--- src/rtl/dbns_mult_scheduler.sv ---
// Round-robin scheduler that time-shares one fixed-latency DBNS multiplier
// among four requesters, with one operation in flight at a time.
module dbns_mult_scheduler #(
  parameter int LAT = 4
) (
  input  logic        clk,
  input  logic        rst,
  input  logic [3:0]  req,
  input  logic [63:0] op_a,
  input  logic [63:0] op_b,
  output logic [3:0]  grant,
  output logic [15:0] REGA,
  output logic [15:0] REGB,
  input  logic [31:0] REGC,
  output logic        rsp_valid,
  output logic [1:0]  rsp_id,
  output logic [31:0] rsp_data,
  output logic        busy
);

  typedef enum logic [1:0] {IDLE, WAIT, DONE} state_t;

  localparam logic [3:0] LAST_CNT = 4'(LAT - 1);

  state_t      state_reg, state_next;
  logic [3:0]  cnt_reg, cnt_next;
  logic [1:0]  ptr_reg, ptr_next;
  logic [3:0]  grant_reg, grant_next;
  logic [15:0] rega_reg, rega_next;
  logic [15:0] regb_reg, regb_next;
  logic        rsp_valid_reg, rsp_valid_next;
  logic [1:0]  rsp_id_reg, rsp_id_next;
  logic [31:0] rsp_data_reg, rsp_data_next;

  logic [15:0] a_arr [4];
  logic [15:0] b_arr [4];
  logic [1:0]  win;
  logic [1:0]  idx;
  logic        found;

  genvar gi;
  generate
    for (gi = 0; gi < 4; gi++) begin : g_unpack
      assign a_arr[gi] = op_a[16*gi +: 16];
      assign b_arr[gi] = op_b[16*gi +: 16];
    end
  endgenerate

  // Search starts at ptr and wraps, so the last winner is checked last.
  always_comb begin
    win   = ptr_reg;
    idx   = ptr_reg;
    found = 1'b0;
    for (int k = 0; k < 4; k++) begin
      idx = ptr_reg + 2'(k);
      if (!found && req[idx]) begin
        found = 1'b1;
        win   = idx;
      end
    end
  end

  always_ff @(posedge clk) begin
    if (rst) state_reg <= IDLE;
    else     state_reg <= state_next;
  end

  always_comb begin
    state_next     = state_reg;
    cnt_next       = cnt_reg;
    ptr_next       = ptr_reg;
    grant_next     = 4'b0000;
    rega_next      = rega_reg;
    regb_next      = regb_reg;
    rsp_valid_next = 1'b0;
    rsp_id_next    = rsp_id_reg;
    rsp_data_next  = rsp_data_reg;
    case (state_reg)
      IDLE: begin
        if (|req) begin
          grant_next  = 4'b0001 << win;
          rega_next   = a_arr[win];
          regb_next   = b_arr[win];
          rsp_id_next = win;
          ptr_next    = win + 2'd1;
          cnt_next    = 4'd0;
          state_next  = WAIT;
        end
      end
      WAIT: begin
        cnt_next = cnt_reg + 4'd1;
        if (cnt_reg == LAST_CNT) state_next = DONE;
      end
      DONE: begin
        rsp_data_next  = REGC;
        rsp_valid_next = 1'b1;
        state_next     = IDLE;
      end
      default: state_next = IDLE;
    endcase
  end

  always_ff @(posedge clk) begin
    if (rst) begin
      cnt_reg       <= 4'd0;
      ptr_reg       <= 2'd0;
      grant_reg     <= 4'b0000;
      rega_reg      <= 16'd0;
      regb_reg      <= 16'd0;
      rsp_valid_reg <= 1'b0;
      rsp_id_reg    <= 2'd0;
      rsp_data_reg  <= 32'd0;
    end else begin
      cnt_reg       <= cnt_next;
      ptr_reg       <= ptr_next;
      grant_reg     <= grant_next;
      rega_reg      <= rega_next;
      regb_reg      <= regb_next;
      rsp_valid_reg <= rsp_valid_next;
      rsp_id_reg    <= rsp_id_next;
      rsp_data_reg  <= rsp_data_next;
    end
  end

  assign grant     = grant_reg;
  assign REGA      = rega_reg;
  assign REGB      = regb_reg;
  assign rsp_valid = rsp_valid_reg;
  assign rsp_id    = rsp_id_reg;
  assign rsp_data  = rsp_data_reg;
  assign busy      = (state_reg != IDLE);

endmodule

--- config.mk ---
export PLATFORM = sky130hd
export DESIGN_NAME = dbns_mult_scheduler
export DESIGN_NICKNAME = d
export VERILOG_FILES = /design/src/rtl/dbns_mult_scheduler.sv
export SDC_FILE = /design/constraint.sdc
export NUM_CORES = 1
export LEC_CHECK = 0
export CELL_PAD_IN_SITES_DETAIL_PLACEMENT = 0
export CELL_PAD_IN_SITES_GLOBAL_PLACEMENT = 1
export CORE_MARGIN = 4
export CORE_UTILIZATION = 24
export CTS_CLUSTER_DIAMETER = 50
export CTS_CLUSTER_SIZE = 30
export DETAILED_ROUTE_END_ITERATION = 6
export PLACE_DENSITY = 0.86
export SLEW_MARGIN = 30
export SYNTH_ARGS = -nofsm -noshare
export SYNTH_HDL_FRONTEND = slang
export SYNTH_SLANG_ARGS = --single-unit
--- constraint.sdc ---
create_clock -name clk -period 1.8 [get_ports clk]
set_input_delay 0.54 -clock clk [delete_from_list [all_inputs] [get_ports clk]]
set_output_delay 0.54 -clock clk [all_outputs]
set_load 0.005 [all_outputs]
==> results.md <==
* Core area at 15400 µm²
* PortBufs at 237
* Max stage delay on crit path at 410 ps
* Skew-Pair Late Insertion Delay at 350 ps
* Yosys warns at 0
* Status: complete, but fails checks
* Mapped Cells at 395
* Post-Synth Adder-Cell Area at 0.329%
* Vias/cell at 4.49
* CTS Sinks at 79
* PnR worst setup slack at -9.43 ps
* Share of cells above drive strength 1 at 18.0%
* Post-synthesis xor/xnor area fraction at 0.461%
* WS Path Type: input port to flip-flop
* Synth Area in Simple Gates at 15.6%
* Row cnt at 45
* Main synth FF type: dfxtp_1
* FF+latch count, synth at 79
* RSZ-0062 raised after global routing: true
* Number of global-route vias before repair at 4183
* Max VDD drop at 509 µV
* Root Driver: clkbuf_16
* Met2 Routed Length at 7060 µm
* WHS Path Cells at 2
* Main combinational cell family by area after synthesis: compound AO/OA/AOI/OAI gates
* Max reg flops at 32
* Met1 wire length at 5580 µm
* Worst path cell trace: buf_2, buf_6, buf_4, o311a_4, buf_6, buf_12, buf_12, mux2i_2, o221ai_2
* Ports at 238
* DR vias at 3862
* Area added between synthesis and finish at 86.5%
* Slew headroom at 70.3%
* Reg-to-reg slack, setup at 80 ps
* Final nets at 811
* CTS tree: yes
* Multi-input logic area at 2140 µm²
* Bufs and invs on worst path at 6
* Total CTS buffers at 9
* Ranking of synthesized cells by area: dfxtp_1 42%, mux2i_1 17%, o221ai_2 11%
* Final Hold Viols at 0
* LEAKAGE at 0.00291 µW
* Cell taking the most area after synthesis: dfxtp_1
* Yosys top cell area share at 41.6%
* DIE WIDTH at 134 µm
* PwrDens at 788 nW/µm²
* Fin crit share at 101%
* Overall routing resource usage at 16.1%
* Remaining Overflow, GRT at 0
* Post-DP Area at 6450 µm²
* Number of synthesized flops with an enable pin at 0
* WP data arrival at 2030 ps
* R2r worst-path depth at 7
* Crit Reg-Reg Startpoint: ptr_reg[0]$_SDFFE_PP0N_
* Global-route wire length before repair at 22700 µm
* CP required at 2020 ps
* CTS clock-pin slew for the worst setup and hold paths at 70 ps
* Worst Clk Skew at 8.00 ps
* Max-cap violations at 0
* Post-layout util at 46.1%
* Endpoints failing setup at 1
* Drt pass-1 iters at 4
* DRC errors left at 0
* Reg-to-Reg End: REGB[6]$_SDFFE_PP0N_
* Critical Path Start Type: input port
* Total Wirelength at 14700 µm
* Antenna viol nets, final at 0
* Register Area at 1590 µm²
* Largest net degree at the start of global routing at 42
* DR top layer: met5
* Htree depth at 3
* Syn Nets at 562
* Worst setup EP type: flip-flop
* Starting Density at 24.7%
* Max stage delay cell, worst path: o311a_4
* Mux share of post-synthesis cell area at 17.1%
* Clock Path Buffers at 2
* Post-route setup TNS at -9.43 ps
* DR WL/cell at 17.1 µm
* Initial DRC count at 87
* Filler instances at 1426
* Final RePlAce weighted congestion at 0.743
* Post-synth cell types at 39
* Register area share after synthesis at 41.6%
* Overall Power at 5590 µW
* Failing checks: setup timing
* HP Class: flip-flop to flip-flop
* Hold Crit Start: rsp_data[10]$_SDFFE_PP0P_
* Worst hold slack at 454 ps
* Full die area at 17900 µm²
* Design Area, Final at 7090 µm²
* Fin crit period at 1810 ps
* Critical path fanouts, max at 5
* Detailed Place HPWL at 11100 µm
* Antenna violations before repair at 1
* Syn avg cell area at 9.63 µm²
* Post-synth ARST share at 0%
* Hold Path End: rsp_data[10]$_SDFFE_PP0P_
* CP top delay family: buffers and inverters
* Pins over their slew limit at 0
* Routed wl met3 at 1780 µm
* Hold buffers post-CTS at 0
* Tightest Pin Transition at 446 ps
* ANT cells at 0
* Max Freq at 0.553 GHz
* Netlist Area Pre-Place at 3800 µm²
* Chip height at 134 µm
* Synth Area in Compound Gates at 19.0%
## routing by layer
| layer | vias up | global-route usage (%) |
|---|---|---|
| li1 | 1893 | - |
| met1 | 1755 | 16.9 |
| met2 | 188 | 28.0 |
| met3 | 24 | 8.85 |
| met4 | 2 | 4.23 |
| met5 | - | 0 |
## how the worst max path moves through the flow
stage	startpoint	endpoint	slack (ps)	depth (start not counted)
finish	req[3]	REGB[6]$_SDFFE_PP0N_	-9	9
global route	REGB[11]$_SDFFE_PP0N_	REGB[11]	-10	1
CTS	rsp_data[6]$_SDFFE_PP0P_	rsp_data[6]	2	1
detailed placement	req[0]	REGB[13]$_SDFFE_PP0N_	-680	7
global placement	req[0]	REGB[10]$_SDFFE_PP0N_	-650	7
floorplan	req[0]	REGA[10]$_SDFFE_PP0N_	40	7
## through the flow
stage	cells	setup slack, ps
CTS	859	2.22
floorplan	395	38.8
global route	860	-13.8
finish	860	-9.43
global placement	833	-653
detailed placement	833	-675
## kinds of logic (layout without fill, tap and decap cells)
| group | Yosys count | in the layout |
|---|---|---|
| and+or+nand+nor | 139 | 139 |
| adders and majority gates | 1 | 1 |
| AOI/OAI and AO/OA | 77 | 77 |
| buffers and inverters | 32 | 286 |
| muxes | 65 | 65 |
| xor gates and xnor gates | 2 | 2 |
| DFF | 79 | 79 |
## final cells by class
cell class | count | area share (%)
Clock inverter | 6 | 0.635
Sequential cell | 79 | 22.4
Tap cell | 211 | 3.72
Multi-Input combinational cell | 284 | 30.2
Inverter | 1 | 0.0529
Clock buffer | 10 | 3.23
Timing Repair Buffer | 269 | 39.9
## cell usage after synthesis (all sizes together), types with 2 or more instances
library cell / number
o21ai: 2
dfxtp: 79
clkbuf: 13
mux2i: 64
nand2: 105
nor2: 16
o31ai: 2
or2: 2
nand3: 2
nor4: 2
nor2b: 6
o221ai: 32
nand2b: 3
buf: 18
a21oi: 36
a211oi: 2
## power breakdown
| group | total (µW) | switching [µW] | internal [µW] |
|---|---|---|---|
| logic | 1880 | 713 | 1170 |
| clock network | 1720 | 774 | 942 |
| registers | 1990 | 91.2 | 1900 |
| total | 5590 | 1580 | 4010 |
## cells in the final DEF (no fill, tap or decap), drive strengths merged, types with 10 or more instances in the layout
master and n:
mux2i 64, buf 37, a21oi 36, dfxtp 79
nand2 105, clkdlybuf4s50 207, nor2 16, o221ai 32
clkbuf 10, dlymetal6s2s 20
## what timing repair did
item / 4_1_cts / 5_1_grt
pin swaps: 4 / 6
endpoints found under the setup margin: 44 / 53
buffers inserted: 6 / 2
hold endpoints to repair: 0 / 0
gates cloned: 4 / 0
gates resized for setup: 41 / 43
## tightest hold or removal path, cell delays in order, from the launching register on
cell	delay (ps)
dfxtp_1	310
nand2_1	50
a21oi_1	50
Note: power is estimated with default switching activity, not from simulation.
